### src/rtl/m2m_seq_core.sv
// Multicycle memory-to-memory sequencer: three-word instructions, req/ack memory port, result to mem[A].
// Optional retired-instruction counter enabled by defining M2M_SEQ_RETIRE_CNT_EN.
module m2m_seq_core #(
    parameter int          DATA_W   = 16,
    parameter int          ADDR_W   = 8,
    parameter int unsigned RESET_PC = 0
) (
    input  logic              CLK,
    input  logic              reset,
    input  logic              start,
    output logic              mem_req,
    output logic              mem_we,
    output logic [ADDR_W-1:0] mem_addr,
    output logic [DATA_W-1:0] mem_wdata,
    input  logic [DATA_W-1:0] mem_rdata,
    input  logic              mem_ack,
    output logic [ADDR_W-1:0] pc,
    output logic [3:0]        op,
    output logic              busy,
    output logic              halted,
`ifdef M2M_SEQ_RETIRE_CNT_EN
    output logic [31:0]       retire_cnt,
`endif
    output logic              err
);

    typedef enum logic [2:0] {
        IDLE     = 3'd0,
        FETCH_OP = 3'd1,
        FETCH_A  = 3'd2,
        FETCH_B  = 3'd3,
        READ_A   = 3'd4,
        READ_B   = 3'd5,
        EXEC     = 3'd6,
        WRITE    = 3'd7
    } state_t;

    localparam logic [3:0]        OP_ADD  = 4'd0;
    localparam logic [3:0]        OP_SUB  = 4'd1;
    localparam logic [3:0]        OP_AND  = 4'd2;
    localparam logic [3:0]        OP_OR   = 4'd3;
    localparam logic [3:0]        OP_XOR  = 4'd4;
    localparam logic [3:0]        OP_MOV  = 4'd5;
    localparam logic [3:0]        OP_BEQZ = 4'd6;
    localparam logic [3:0]        OP_HALT = 4'd7;
    localparam logic [ADDR_W-1:0] PC_INIT = RESET_PC[ADDR_W-1:0];
    localparam logic [ADDR_W-1:0] PC_ONE  = {{(ADDR_W-1){1'b0}}, 1'b1};

    state_t            state;
    logic [ADDR_W-1:0] addrA;
    logic [ADDR_W-1:0] addrB;
    logic [DATA_W-1:0] aReg;
    logic [DATA_W-1:0] bReg;
    logic [DATA_W-1:0] destReg;
    logic [DATA_W-1:0] aluResult;
    logic [ADDR_W-1:0] pcNext;
    logic [3:0]        fetchedOp;
    logic              aIsZero;

    assign pcNext    = pc + PC_ONE;
    assign fetchedOp = mem_rdata[3:0];
    assign aIsZero   = (aReg == {DATA_W{1'b0}});

    // ALU result from the latched opcode and operands; BEQZ and illegal codes yield zero.
    always_comb begin
        aluResult = {DATA_W{1'b0}};
        case (op)
            OP_ADD:  aluResult = aReg + bReg;
            OP_SUB:  aluResult = aReg - bReg;
            OP_AND:  aluResult = aReg & bReg;
            OP_OR:   aluResult = aReg | bReg;
            OP_XOR:  aluResult = aReg ^ bReg;
            OP_MOV:  aluResult = bReg;
            default: aluResult = {DATA_W{1'b0}};
        endcase
    end

    // Sequencer FSM; every memory-port output is set on the edge that enters its state.
    always_ff @(posedge CLK) begin
        if (!reset) begin
            state     <= IDLE;
            pc        <= PC_INIT;
            op        <= 4'd0;
            addrA     <= {ADDR_W{1'b0}};
            addrB     <= {ADDR_W{1'b0}};
            aReg      <= {DATA_W{1'b0}};
            bReg      <= {DATA_W{1'b0}};
            destReg   <= {DATA_W{1'b0}};
            mem_req   <= 1'b0;
            mem_we    <= 1'b0;
            mem_addr  <= {ADDR_W{1'b0}};
            mem_wdata <= {DATA_W{1'b0}};
            busy      <= 1'b0;
            halted    <= 1'b0;
            err       <= 1'b0;
`ifdef M2M_SEQ_RETIRE_CNT_EN
            retire_cnt <= 32'd0;
`endif
        end else begin
            case (state)
                IDLE: begin
                    if (start && !err) begin
                        state    <= FETCH_OP;
                        halted   <= 1'b0;
                        busy     <= 1'b1;
                        mem_req  <= 1'b1;
                        mem_we   <= 1'b0;
                        mem_addr <= pc;
                    end
                end
                FETCH_OP: begin
                    if (mem_ack) begin
                        op <= fetchedOp;
                        pc <= pcNext;
                        if (fetchedOp == OP_HALT) begin
                            state   <= IDLE;
                            halted  <= 1'b1;
                            busy    <= 1'b0;
                            mem_req <= 1'b0;
                        end else if (fetchedOp[3]) begin
                            state   <= IDLE;
                            err     <= 1'b1;
                            busy    <= 1'b0;
                            mem_req <= 1'b0;
                        end else begin
                            state    <= FETCH_A;
                            mem_addr <= pcNext;
                        end
                    end
                end
                FETCH_A: begin
                    if (mem_ack) begin
                        addrA    <= mem_rdata[ADDR_W-1:0];
                        pc       <= pcNext;
                        state    <= FETCH_B;
                        mem_addr <= pcNext;
                    end
                end
                FETCH_B: begin
                    if (mem_ack) begin
                        addrB    <= mem_rdata[ADDR_W-1:0];
                        pc       <= pcNext;
                        state    <= READ_A;
                        mem_addr <= addrA;
                    end
                end
                READ_A: begin
                    if (mem_ack) begin
                        aReg     <= mem_rdata;
                        state    <= READ_B;
                        mem_addr <= addrB;
                    end
                end
                READ_B: begin
                    if (mem_ack) begin
                        bReg    <= mem_rdata;
                        state   <= EXEC;
                        mem_req <= 1'b0;
                    end
                end
                EXEC: begin
                    destReg <= aluResult;
                    mem_req <= 1'b1;
                    if (op == OP_BEQZ) begin
                        state  <= FETCH_OP;
                        mem_we <= 1'b0;
                        if (aIsZero) begin
                            pc       <= addrB;
                            mem_addr <= addrB;
                        end else begin
                            mem_addr <= pc;
                        end
`ifdef M2M_SEQ_RETIRE_CNT_EN
                        retire_cnt <= retire_cnt + 32'd1;
`endif
                    end else begin
                        state     <= WRITE;
                        mem_we    <= 1'b1;
                        mem_addr  <= addrA;
                        mem_wdata <= aluResult;
                    end
                end
                WRITE: begin
                    if (mem_ack) begin
                        state    <= FETCH_OP;
                        mem_we   <= 1'b0;
                        mem_addr <= pc;
`ifdef M2M_SEQ_RETIRE_CNT_EN
                        retire_cnt <= retire_cnt + 32'd1;
`endif
                    end
                end
                default: begin
                    state   <= IDLE;
                    busy    <= 1'b0;
                    mem_req <= 1'b0;
                    mem_we  <= 1'b0;
                end
            endcase
        end
    end

endmodule
### config.mk
export PLATFORM = sky130hd
export DESIGN_NAME = m2m_seq_core
export DESIGN_NICKNAME = d
export VERILOG_FILES = /design/src/rtl/m2m_seq_core.sv
export SDC_FILE = /design/constraint.sdc
export NUM_CORES = 1
export LEC_CHECK = 0
export ABC_AREA = 1
export CORE_MARGIN = 1.5
export CORE_UTILIZATION = 40
export CTS_CLUSTER_DIAMETER = 150
export DETAILED_ROUTE_END_ITERATION = 16
export SYNTH_ARGS = -nofsm -noshare
export SYNTH_HDL_FRONTEND = slang
export SYNTH_SLANG_ARGS = --single-unit
export TNS_END_PERCENT = 100
### constraint.sdc
create_clock -name CLK -period 3.64 [get_ports CLK]
set_clock_uncertainty 0.2 [all_clocks]
set_input_delay 0.728 -clock CLK [delete_from_list [all_inputs] [get_ports CLK]]
set_output_delay 0.728 -clock CLK [all_outputs]
set_load 0.03 [all_outputs]
==> tab_implementation.tex, run 1 <==
\begin{tabular}{lr}
\hline
Metric & Value \\
\hline
\multicolumn{2}{l}{\textbf{Outcome}} \\
Run status & complete, no violations \\
\multicolumn{2}{l}{\textbf{Placement}} \\
Number of buffer cells added on primary ports & 60 \\
GPL Wtd Cong & 0.918 \\
\# placed instances & 1,116 \\
Pre-CTS setup slack & 566 ps \\
Half-perimeter wire length of the detailed placement result & 13,500 microns \\
\multicolumn{2}{l}{\textbf{Pwr}} \\
Switch share & 51.0\% \\
Worst vdd ir & 0.000452 V \\
Internal Dissipation & 3050 uW \\
Reported leakage power & about 0.003 uW \\
Fraction of power consumed by combinational cells & 62.8\% \\
Power per cell area & 878 mW/mm\^{}2 \\
Seq pwr share & between 20 and 25\% \\
Switching power & roughly 3200 uW \\
Clock Power Share & 14.7\% \\
\multicolumn{2}{l}{\textbf{Route}} \\
DRC violation total after the first TritonRoute iteration & 424 \\
Total via count after detailed routing & between 6,000 and 7,000 \\
Number of detailed-routing iterations run before antenna repair & 5 \\
Post-detailed-route wirelength per cell & 16.0 microns \\
Remaining number of nets flagged by the antenna check after routing & 0 \\
\# DRC & 0 \\
Drt via density & 5.33 \\
Final WL & roughly 18,000 microns \\
\multicolumn{2}{l}{\textbf{Synthesis}} \\
Synth warnings & 0 \\
Number of unique standard cell types used by synthesis & between 40 and 50 \\
Cell type with the largest total area after synthesis & dfxtp\_1 \\
Synthesized cell area & a little over 0.006 sq mm \\
Avg Cell Area, Syn & 6.79 sq um \\
Synthesized Nets & 966 \\
Register area share after synthesis & 30.3\% \\
Largest cells by area after synthesis & dfxtp\_1 30\%, ha\_1 10\%, nand2\_1 10\%, a21oi\_1 9.2\%, o21ai\_0 9.1\% \\
Share of flip-flops with an asynchronous set or reset & 0\% \\
Number of synthesized flops with an enable pin & 0 \\
Portion of synthesized cell area occupied by the leading cell type & 30.3\% \\
Main synth FF type & dfxtp\_1 \\
Gate count of the mapped netlist & around 900 \\
Flop and latch count out of synthesis & 92 \\
\multicolumn{2}{l}{\textbf{Floorplan}} \\
FP Rows & 44 \\
Vertical die dimension & 126 microns \\
Core Region & roughly 0.015 sq mm \\
Die area & approximately 0.016 sq mm \\
Initial Utilization & 41.4\% \\
Die width & 126 microns \\
Number of top-level pins & about 60 \\
\multicolumn{2}{l}{\textbf{Setup path}} \\
Worst path buffer plus inverter count & 4 \\
Cells along the critical path & inv\_1, nor2\_1, nand2\_1, clkinv\_1, o21ai\_0, inv\_1, ha\_1, nand3\_1, nand2\_1, nand2\_1, nand2\_1, a21oi\_1, inv\_1, nand2\_1, nand3\_1, nand2\_1, nand2\_1, a21oi\_1 \\
Worst Setup Path Type & flop to flop \\
Critical path data required time & 3720 ps \\
Crit path largest cell delay & 400 ps \\
Master of the slowest instance on the critical path & o21ai\_0 \\
Setup crit start & op[0]\$\_SDFFE\_PN0P\_ \\
Critical path arrival & 3230 ps \\
Source of the worst register-to-register timing path & op[0]\$\_SDFFE\_PN0P\_ \\
Largest delay share family, worst path & simple AND/OR/NAND/NOR gates \\
Largest fanout on the critical path & 9 \\
Top cell by count, worst path & nand2\_1 \\
Critical Path Sink Type & flop \\
Startpoint types & flop \\
\multicolumn{2}{l}{\textbf{Global route}} \\
Total grt overflow & 0 \\
Maximum number of pins on one net before global-route repair & 63 \\
Global router's overall resource usage & 23.8\% \\
Number of global-route vias before repair & around 5,800 \\
Initial antenna violation count & 0 \\
Wire length of the first global-routing pass & 30,200 microns \\
\multicolumn{2}{l}{\textbf{Final layout}} \\
Nets & 1,013 \\
Area growth, synth to finish & 16.7\% \\
Fraction of layout instances using a drive strength above 1 & 5.17\% \\
Final cell count without fillers & between 1,000 and 1,500 \\
Inserted Diodes & 0 \\
Final-layout fill cell count & about 1,500 \\
\multicolumn{2}{l}{\textbf{CTS}} \\
CTS Buffer Depth & 2 \\
Number of buffers inserted to repair setup after CTS & 0 \\
Clock buffers created by TritonCTS & 9 \\
H-tree lvl count & 3 \\
Post\_cts resized & 0 \\
CTS root buf & clkbuf\_16 \\
CTS Sinks & 92 \\
Clock transition at the registers of the reported paths & 70 ps \\
Number of hold buffers added after cts & 0 \\
CTS tree & yes \\
Clk\_lat worst skew & 360 ps \\
\multicolumn{2}{l}{\textbf{STA}} \\
Tmin final & 3150 ps \\
Total negative setup slack & 0 ps \\
Max-slew violation count & 0 \\
Number of hold violations in the final report & 0 \\
Final worst slack & around 490 ps \\
Final setup violation count & 0 \\
RSZ-0062 raised after global routing & no \\
Max transition margin & approximately 42\% \\
Worst slew pin tran & 862 ps \\
Highest achievable clock rate & 317 MHz \\
Final worst path period share & a little under 90\% \\
\multicolumn{2}{l}{\textbf{Min path}} \\
Type of the worst min-delay path & flop to flop \\
Hold path startpoint & mem\_wdata[11]\$\_SDFFE\_PN0P\_ \\
\multicolumn{2}{l}{\textbf{Run}} \\
Number of maximum-capacitance violations & 0 \\
\hline
\end{tabular}
[kinds of logic after synthesis]
logic type,Yosys count,synth area share (%)
AO/OA/AOI/OAI,277,24.8
XOR/XNOR,22,3.17
adder cells (fa/ha/maj),50,10.4
buffers and inverters,148,9.71
flip-flops,92,30.3
AND/OR/NAND/NOR,307,21.6
[cell usage after synthesis (all sizes together) (2+ instances only)]
cell type and count:
xor2 19, nand2 168, a21oi 112, o21a 3, o21ai 121, nand3 29
clkbuf 19, o211ai 14, inv 113, or2 3, nor3 7, nor2 83
a211oi 13, and2 2, o31ai 2, nand3b 3, nand4 9, clkinv 4
xnor2 3, a31oi 4, ha 49, a221oi 3, buf 12, dfxtp 92
nor4 2
[final timing paths]
check,endpoint,slack [ps],cells after the start
setup / recovery,mem_wdata[11]$_SDFFE_PN0P_,490,18
hold / removal,mem_wdata[11]$_SDFFE_PN0P_,260,2
setup reg to reg,mem_wdata[11]$_SDFFE_PN0P_,490,18
hold reg to reg,mem_wdata[11]$_SDFFE_PN0P_,260,2
[placed cells by master, fill, tap and decap left out, drive strengths merged, types with 13 or more instances in the layout]
cell type / count
o21ai: 121
nor2: 83
a21oi: 112
ha: 49
a211oi: 13
o211ai: 14
inv: 114
nand2: 168
clkdlybuf4s50: 60
xor2: 19
dfxtp: 92
nand3: 29
[layer usage]
| metal | vias up | routed length, microns | global-route usage [%] |
|---|---|---|---|
| li1 | 3085 | - | - |
| met2 | 179 | 7430 | 35.0 |
| met5 | - | 0 | 0 |
| met1 | 2743 | 9280 | 35.6 |
| met3 | 20 | 1150 | 4.09 |
| met4 | 0 | 261 | 6.56 |
[registers in the layout (all words and copies together) (netlist names)]
register and count:
op 4, state 3, pc 8, busy 1, mem_wdata 16, mem_addr 8, halted 1, addrB 8
aReg 16, mem_req 1, mem_we 1, err 1, addrA 8, bReg 16
[stage by stage]
step / hold WS [ps] / area [sq um] / total power (uW) / utilization (%)
CTS: 266 / 7100 / 6220 / 48.3
detailed placement: 255 / 6820 / 5290 / 46.4
finish: 261 / 7100 / 6230 / 48.3
global route: 275 / 7100 / 6870 / 48.3
global placement: 254 / 6820 / 5300 / 46.4
floorplan: 236 / 6080 / 4270 / -
[worst min-delay path, delay by kind of cell (launching register included)]
| family | cells | cell delay (ps) |
|---|---|---|
| flops | 1 | 300 |
| simple gates | 1 | 60 |
| compound gates | 1 | 50 |
[final cells by class]
cell class	instances	area [sq um]	area share (%)
Inverter	117	444	6.26
Clock buffer	10	239	3.37
Tap cell	184	230	3.24
Timing Repair Buffer	67	653	9.20
Multi-Input combinational cell	656	3650	51.4
Clock inverter	5	37.5	0.529
Sequential cell	92	1840	26.0
[power groups by stage]
stage | sequential [uW] | clock [uW] | combinational, uW
floorplan | 1570 | 0 | 2710
global placement | 1420 | 0 | 3880
detailed placement | 1420 | 0 | 3870
CTS | 1400 | 930 | 3890
global route | 1430 | 967 | 4470
finish | 1400 | 913 | 3910
No activity file was read; power rests on OpenSTA's default activity.
==> run 2, diff against run 1 <==
CORE_ASPECT_RATIO = 2   (was default)
CORE_MARGIN = 4   (was 1.5)
==> tab_implementation.tex, run 2 (same netlist as run 1, synthesis figures left out) <==
\begin{tabular}{lr}
\hline
Metric & Value \\
\hline
\multicolumn{2}{l}{\textbf{Outcome}} \\
Run status & complete, no violations (unchanged) \\
\multicolumn{2}{l}{\textbf{Global route}} \\
Global router's overall resource usage & 23.5\% (was 23.8\%) \\
Number of global-route vias before repair & 6,131 (was 5,761) \\
Total grt overflow & 0 (unchanged) \\
Wire length of the first global-routing pass & 31,200 microns (was 30,200 microns) \\
Maximum number of pins on one net before global-route repair & 63 (unchanged) \\
Initial antenna violation count & 0 (unchanged) \\
\multicolumn{2}{l}{\textbf{Route}} \\
DRC violation total after the first TritonRoute iteration & 311 (was 424) \\
Total via count after detailed routing & 6,115 (was 6,027) \\
Post-detailed-route wirelength per cell & 17.0 microns (was 16.0 microns) \\
Number of detailed-routing iterations run before antenna repair & 5 (unchanged) \\
Remaining number of nets flagged by the antenna check after routing & 0 (unchanged) \\
\# DRC & 0 (unchanged) \\
Drt via density & 5.34 (was 5.33) \\
Final WL & 19,500 microns (was 18,100 microns) \\
\multicolumn{2}{l}{\textbf{STA}} \\
Highest achievable clock rate & 307 MHz (was 317 MHz) \\
Worst slew pin tran & 923 ps (was 862 ps) \\
Final worst path period share & 89.4\% (was 86.6\%) \\
Tightest hold margin & 264 ps (was 261 ps) \\
Total negative setup slack & 0 ps (unchanged) \\
Tmin final & 3250 ps (was 3150 ps) \\
RSZ-0062 raised after global routing & no (unchanged) \\
Number of hold violations in the final report & 0 (unchanged) \\
Max transition margin & 38.4\% (was 42.3\%) \\
Final setup violation count & 0 (unchanged) \\
Max-slew violation count & 0 (unchanged) \\
\multicolumn{2}{l}{\textbf{Run}} \\
Number of maximum-capacitance violations & 0 (unchanged) \\
\multicolumn{2}{l}{\textbf{CTS}} \\
CTS Sinks & 92 (unchanged) \\
Number of buffers inserted to repair setup after CTS & 0 (unchanged) \\
CTS root buf & clkbuf\_16 (unchanged) \\
Clock buffers created by TritonCTS & 9 (unchanged) \\
Clock transition at the registers of the reported paths & 70 ps (about the same) \\
Post\_cts resized & 0 (unchanged) \\
Number of hold buffers added after cts & 0 (unchanged) \\
CTS tree & yes (unchanged) \\
Clk\_lat worst skew & 360 ps (about the same) \\
H-tree lvl count & 3 (unchanged) \\
CTS Buffer Depth & 2 (unchanged) \\
\multicolumn{2}{l}{\textbf{Pwr}} \\
Fraction of power consumed by combinational cells & 61.7\% (was 62.8\%) \\
Power per cell area & 912 mW/mm\^{}2 (was 878 mW/mm\^{}2) \\
Reported leakage power & 0.00304 uW (was 0.00301 uW) \\
Worst vdd ir & 0.000491 V (was 0.000452 V) \\
Seq pwr share & 21.3\% (was 22.5\%) \\
Switch share & 50.4\% (was 51.0\%) \\
Clock Power Share & 17.0\% (was 14.7\%) \\
Switching power & 3310 uW (was 3170 uW) \\
Total power draw & 6560 uW (was 6230 uW) \\
Internal Dissipation & 3250 uW (was 3050 uW) \\
\multicolumn{2}{l}{\textbf{Placement}} \\
\# placed instances & 1,129 (was 1,116) \\
GPL Wtd Cong & 0.940 (was 0.918) \\
Number of buffer cells added on primary ports & 60 (unchanged) \\
Half-perimeter wire length of the detailed placement result & 15,300 microns (was 13,500 microns) \\
Area post-placement & 0.00684 sq mm (was 0.00682 sq mm) \\
\multicolumn{2}{l}{\textbf{Setup path}} \\
Cells along the critical path & nor2\_1, nand2\_1, clkinv\_1, nor2\_1, xor2\_1, inv\_1, ha\_1, nand2\_1, o21ai\_0, a21oi\_1, nand2\_1, nand2\_1, nand3\_1, nand2\_1, nand2\_1, a21oi\_1 (was inv\_1, nor2\_1, nand2\_1, clkinv\_1, o21ai\_0, inv\_1, ha\_1, nand3\_1, nand2\_1, nand2\_1, nand2\_1, a21oi\_1, inv\_1, nand2\_1, nand3\_1, nand2\_1, nand2\_1, a21oi\_1) \\
Worst Setup Path Type & flop to flop (unchanged) \\
Crit path largest cell delay & 380 ps (was 400 ps) \\
Largest delay share family, worst path & simple AND/OR/NAND/NOR gates (unchanged) \\
Master of the slowest instance on the critical path & dfxtp\_1 (was o21ai\_0) \\
Startpoint types & flop (unchanged) \\
Largest fanout on the critical path & 9 (unchanged) \\
Critical path data required time & 3640 ps (was 3720 ps) \\
Critical path arrival & 3250 ps (was 3230 ps) \\
Top cell by count, worst path & nand2\_1 (unchanged) \\
Worst path buffer plus inverter count & 2 (was 4) \\
Critical Path Sink Type & flop (unchanged) \\
\multicolumn{2}{l}{\textbf{Floorplan}} \\
FP Rows & 63 (was 44) \\
Die area & 0.0174 sq mm (was 0.0160 sq mm) \\
Number of top-level pins & 61 (unchanged) \\
Die width & 95.2 microns (was 126 microns) \\
Vertical die dimension & 182 microns (was 126 microns) \\
Core Region & 0.0149 sq mm (was 0.0147 sq mm) \\
Initial Utilization & 40.8\% (was 41.4\%) \\
\multicolumn{2}{l}{\textbf{Final layout}} \\
Commonest non-fill, non-tap cell in the layout & nand2\_1 (unchanged) \\
Design Area, Final & 0.00719 sq mm (was 0.00710 sq mm) \\
Final cell count without fillers & 1,145 (was 1,131) \\
Commonest cells after routing, fill and taps aside & 163 x nand2\_1, 112 x a21oi\_1, 110 x o21ai\_0 (unchanged) \\
Leading registers by flop count & aReg: 16 flops, bReg: 16 flops, mem\_wdata: 16 flops (unchanged) \\
Nets & 1,015 (was 1,013) \\
Fraction of layout instances using a drive strength above 1 & 5.58\% (was 5.17\%) \\
Inserted Diodes & 0 (unchanged) \\
Area growth, synth to finish & 18.2\% (was 16.7\%) \\
\multicolumn{2}{l}{\textbf{Min path}} \\
Type of the worst min-delay path & flop to flop (unchanged) \\
\hline
\end{tabular}
[run 2: routing by layer]
metal	GRT usage, %	vias to the layer above	wire length, microns
met2	44.9	168	10900
met5	0	-	0
met3	3.05	63	543
li1	-	3091	-
met4	13.0	0	1020
met1	23.2	2793	7010
[run 2: tightest hold or removal path: stages, from the launching register on]
cell	delay, ps
dfxtp_1	310
nand2_1	60
a21oi_1	50
[run 2: layout make-up]
| class | instances | area (sq um) |
|---|---|---|
| Inverter | 117 | 444 |
| Multi-Input combinational cell | 656 | 3650 |
| Timing Repair Buffer | 69 | 663 |
| Tap cell | 195 | 244 |
| Sequential cell | 92 | 1840 |
| Fill cell | 1532 | 7710 |
| Clock buffer | 9 | 225 |
| Clock inverter | 7 | 124 |
[run 2: through the flow]
step                util [%]  setup WS [ps]
floorplan                  -            834
global placement        45.9            410
detailed placement      45.9            370
CTS                     48.3            356
global route            48.3           16.1
finish                  48.3            387
[run 2: final timing paths]
kind,from,endpoint,slack (ps),depth (start not counted)
min,mem_wdata[4]$_SDFFE_PN0P_,mem_wdata[4]$_SDFFE_PN0P_,260,2
min reg2reg,mem_wdata[4]$_SDFFE_PN0P_,mem_wdata[4]$_SDFFE_PN0P_,260,2
max reg2reg,op[2]$_SDFFE_PN0P_,mem_wdata[14]$_SDFFE_PN0P_,390,16
max,op[2]$_SDFFE_PN0P_,mem_wdata[14]$_SDFFE_PN0P_,390,16
[run 2: power by group through the flow]
| stage | clock network, uW | logic, uW | registers, uW |
|---|---|---|---|
| 3_3_place_gp | 0 | 4030 | 1420 |
| 3_5_place_dp | 0 | 4010 | 1420 |
| 6_report | 1110 | 4040 | 1400 |
| 2_1_floorplan | 0 | 2710 | 1570 |
| 5_1_grt | 1170 | 4550 | 1430 |
| 4_1_cts | 1130 | 4040 | 1400 |
==> run 3, diff against run 2 <==
CAP_MARGIN = 15   (was default)
CELL_PAD_IN_SITES_DETAIL_PLACEMENT = 0   (was default)
CELL_PAD_IN_SITES_GLOBAL_PLACEMENT = 2   (was default)
CORE_UTILIZATION = 32   (was 40)
GPL_ROUTABILITY_DRIVEN = 0   (was default)
PLACE_DENSITY_LB_ADDON = 0.1   (was default)
==> tab_implementation.tex, run 3 (same netlist as run 1, synthesis figures left out) <==
\begin{tabular}{lr}
\hline
Metric & Value \\
\hline
\multicolumn{2}{l}{\textbf{Floorplan}} \\
Core Region & 0.0187 sq mm (was 0.0149 sq mm) \\
Number of top-level pins & 61 (unchanged) \\
FP Rows & 71 (was 63) \\
Initial Utilization & 32.4\% (was 40.8\%) \\
Die width & 105 microns (was 95.2 microns) \\
Vertical die dimension & 203 microns (was 182 microns) \\
Die area & 0.0214 sq mm (was 0.0174 sq mm) \\
\multicolumn{2}{l}{\textbf{Global route}} \\
Global router's overall resource usage & 21.4\% (was 23.5\%) \\
Wire length of the first global-routing pass & 35,000 microns (was 31,200 microns) \\
Initial antenna violation count & 0 (unchanged) \\
Number of global-route vias before repair & 6,282 (was 6,131) \\
Total grt overflow & 0 (unchanged) \\
Maximum number of pins on one net before global-route repair & 34 (was 63) \\
\multicolumn{2}{l}{\textbf{Final layout}} \\
Leading registers by flop count & aReg: 16 flops, bReg: 16 flops, mem\_wdata: 16 flops (unchanged) \\
Area growth, synth to finish & 19.3\% (was 18.2\%) \\
Commonest non-fill, non-tap cell in the layout & nand2\_1 (unchanged) \\
Combined area of the multi-input logic cells & 0.00365 sq mm (unchanged) \\
Final-layout fill cell count & 2,049 (was 1,532) \\
Commonest cells after routing, fill and taps aside & 163 x nand2\_1, 112 x a21oi\_1, 109 x o21ai\_0 (was 163 x nand2\_1, 112 x a21oi\_1, 110 x o21ai\_0) \\
Total area of sequential cells & 0.00184 sq mm (unchanged) \\
Fraction of layout instances using a drive strength above 1 & 5.78\% (was 5.58\%) \\
Inserted Diodes & 0 (unchanged) \\
Nets & 1,017 (was 1,015) \\
\multicolumn{2}{l}{\textbf{Min path}} \\
Type of the worst min-delay path & flop to flop (unchanged) \\
\multicolumn{2}{l}{\textbf{Setup path}} \\
Startpoint types & flop (unchanged) \\
Master of the slowest instance on the critical path & dfxtp\_1 (unchanged) \\
Largest delay share family, worst path & simple AND/OR/NAND/NOR gates (unchanged) \\
Largest fanout on the critical path & 7 (was 9) \\
Top cell by count, worst path & nand2\_1 (unchanged) \\
Critical path arrival & 3290 ps (was 3250 ps) \\
Worst Setup Path Type & flop to flop (unchanged) \\
Worst path buffer plus inverter count & 4 (was 2) \\
Crit path largest cell delay & 370 ps (was 380 ps) \\
Critical path data required time & 3730 ps (was 3640 ps) \\
Critical Path Sink Type & flop (unchanged) \\
Cells along the critical path & inv\_1, nor2\_1, nand2\_1, buf\_4, nand2\_1, o21ai\_0, xor2\_1, ha\_1, nand2\_1, inv\_1, a21oi\_1, nand2\_1, a21oi\_1, inv\_1, nand2\_1, nand3\_1, nand2\_1, nand2\_1, a21oi\_1 (was nor2\_1, nand2\_1, clkinv\_1, nor2\_1, xor2\_1, inv\_1, ha\_1, nand2\_1, o21ai\_0, a21oi\_1, nand2\_1, nand2\_1, nand3\_1, nand2\_1, nand2\_1, a21oi\_1) \\
Flop2flop setup slack & 440 ps (was 390 ps) \\
\multicolumn{2}{l}{\textbf{Pwr}} \\
Internal Dissipation & 3190 uW (was 3250 uW) \\
Clock Power Share & 16.0\% (was 17.0\%) \\
Seq pwr share & 21.4\% (was 21.3\%) \\
Fraction of power consumed by combinational cells & 62.6\% (was 61.7\%) \\
Reported leakage power & 0.00305 uW (was 0.00304 uW) \\
Power per cell area & 908 mW/mm\^{}2 (was 912 mW/mm\^{}2) \\
Switch share & 51.6\% (was 50.4\%) \\
Worst vdd ir & 0.000367 V (was 0.000491 V) \\
Switching power & 3400 uW (was 3310 uW) \\
\multicolumn{2}{l}{\textbf{Route}} \\
Drt via density & 5.11 (was 5.34) \\
Total via count after detailed routing & 6,170 (was 6,115) \\
Final WL & 22,800 microns (was 19,500 microns) \\
Remaining number of nets flagged by the antenna check after routing & 0 (unchanged) \\
\# DRC & 0 (unchanged) \\
Number of detailed-routing iterations run before antenna repair & 6 (was 5) \\
DRC violation total after the first TritonRoute iteration & 323 (was 311) \\
Post-detailed-route wirelength per cell & 18.9 microns (was 17.0 microns) \\
\multicolumn{2}{l}{\textbf{CTS}} \\
CTS root buf & clkbuf\_16 (unchanged) \\
CTS Buffer Depth & 2 (unchanged) \\
Clock transition at the registers of the reported paths & 70 ps (about the same) \\
CTS Sinks & 92 (unchanged) \\
Clk\_lat worst skew & 350 ps (was 360 ps) \\
Number of buffers inserted to repair setup after CTS & 0 (unchanged) \\
CTS tree & yes (unchanged) \\
Clock buffers created by TritonCTS & 9 (unchanged) \\
H-tree lvl count & 3 (unchanged) \\
Number of hold buffers added after cts & 0 (unchanged) \\
Post\_cts resized & 0 (unchanged) \\
\multicolumn{2}{l}{\textbf{STA}} \\
Number of hold violations in the final report & 0 (unchanged) \\
Tightest hold margin & 267 ps (was 264 ps) \\
Final worst path period share & 88.0\% (was 89.4\%) \\
Tmin final & 3200 ps (was 3250 ps) \\
Max transition margin & 35.6\% (was 38.4\%) \\
RSZ-0062 raised after global routing & no (unchanged) \\
Total negative setup slack & 0 ps (unchanged) \\
Max-slew violation count & 0 (unchanged) \\
Final setup violation count & 0 (unchanged) \\
Highest achievable clock rate & 312 MHz (was 307 MHz) \\
Worst slew pin tran & 964 ps (was 923 ps) \\
\multicolumn{2}{l}{\textbf{Outcome}} \\
Run status & complete, no violations (unchanged) \\
\multicolumn{2}{l}{\textbf{Placement}} \\
Number of buffer cells added on primary ports & 60 (unchanged) \\
Half-perimeter wire length of the detailed placement result & 18,200 microns (was 15,300 microns) \\
\multicolumn{2}{l}{\textbf{Run}} \\
Number of maximum-capacitance violations & 0 (unchanged) \\
\hline
\end{tabular}
run 3: final cells by class:
type | count | area share [%]
clock inverters | 7 | 1.36
clock buffers | 9 | 3.10
inverters | 117 | 6.12
repair buffers | 71 | 9.34
well taps | 255 | 4.40
flip-flops and latches | 92 | 25.4
multi-input cells | 656 | 50.3
run 3: tightest hold or removal path, stage by stage, from the launching register on:
cell     delay (ps)
dfxtp_1         310
nand2_1          60
a21oi_1          50
run 3: power groups by stage:
stage / sequential (uW) / combinational (uW) / clock [uW]
2_1_floorplan: 1570 / 2710 / 0
5_1_grt: 1440 / 4600 / 1120
3_3_place_gp: 1430 / 4140 / 0
3_5_place_dp: 1430 / 4120 / 0
6_report: 1410 / 4120 / 1060
4_1_cts: 1410 / 4150 / 1080
run 3: per-stage QoR:
| step | worst slack (ps) | instances | total power [uW] | instance area, sq um | util, % |
|---|---|---|---|---|---|
| final | 437 | 1207 | 6590 | 7260 | 38.7 |
| after global routing | 98.8 | 1207 | 7170 | 7260 | 38.7 |
| after CTS | 312 | 1207 | 6640 | 7260 | 38.7 |
| after detailed placement | 339 | 1191 | 5560 | 6930 | 37.0 |
| after global placement | 428 | 1191 | 5570 | 6930 | 37.0 |
| after floorplan | 834 | 896 | 4270 | 6080 | - |
run 3: worst paths after layout:
kind	startpoint	end	depth (start not counted)
setup / recovery	op[0]$_SDFFE_PN0P_	mem_wdata[11]$_SDFFE_PN0P_	19
setup reg to reg	op[0]$_SDFFE_PN0P_	mem_wdata[11]$_SDFFE_PN0P_	19
hold / removal	mem_wdata[4]$_SDFFE_PN0P_	mem_wdata[4]$_SDFFE_PN0P_	2
hold reg to reg	mem_wdata[4]$_SDFFE_PN0P_	mem_wdata[4]$_SDFFE_PN0P_	2
run 3: per-layer routing:
metal  vias to the layer above  share of wire [%]  track usage [%]  wire (microns)
li1                       3083                  -                -               -
met4                         0                3.4             9.34             786
met3                        40                3.1             2.80             706
met1                      2901                 35             20.8            8020
met5                         -                  0                0               0
met2                       146                 58             43.2           13300
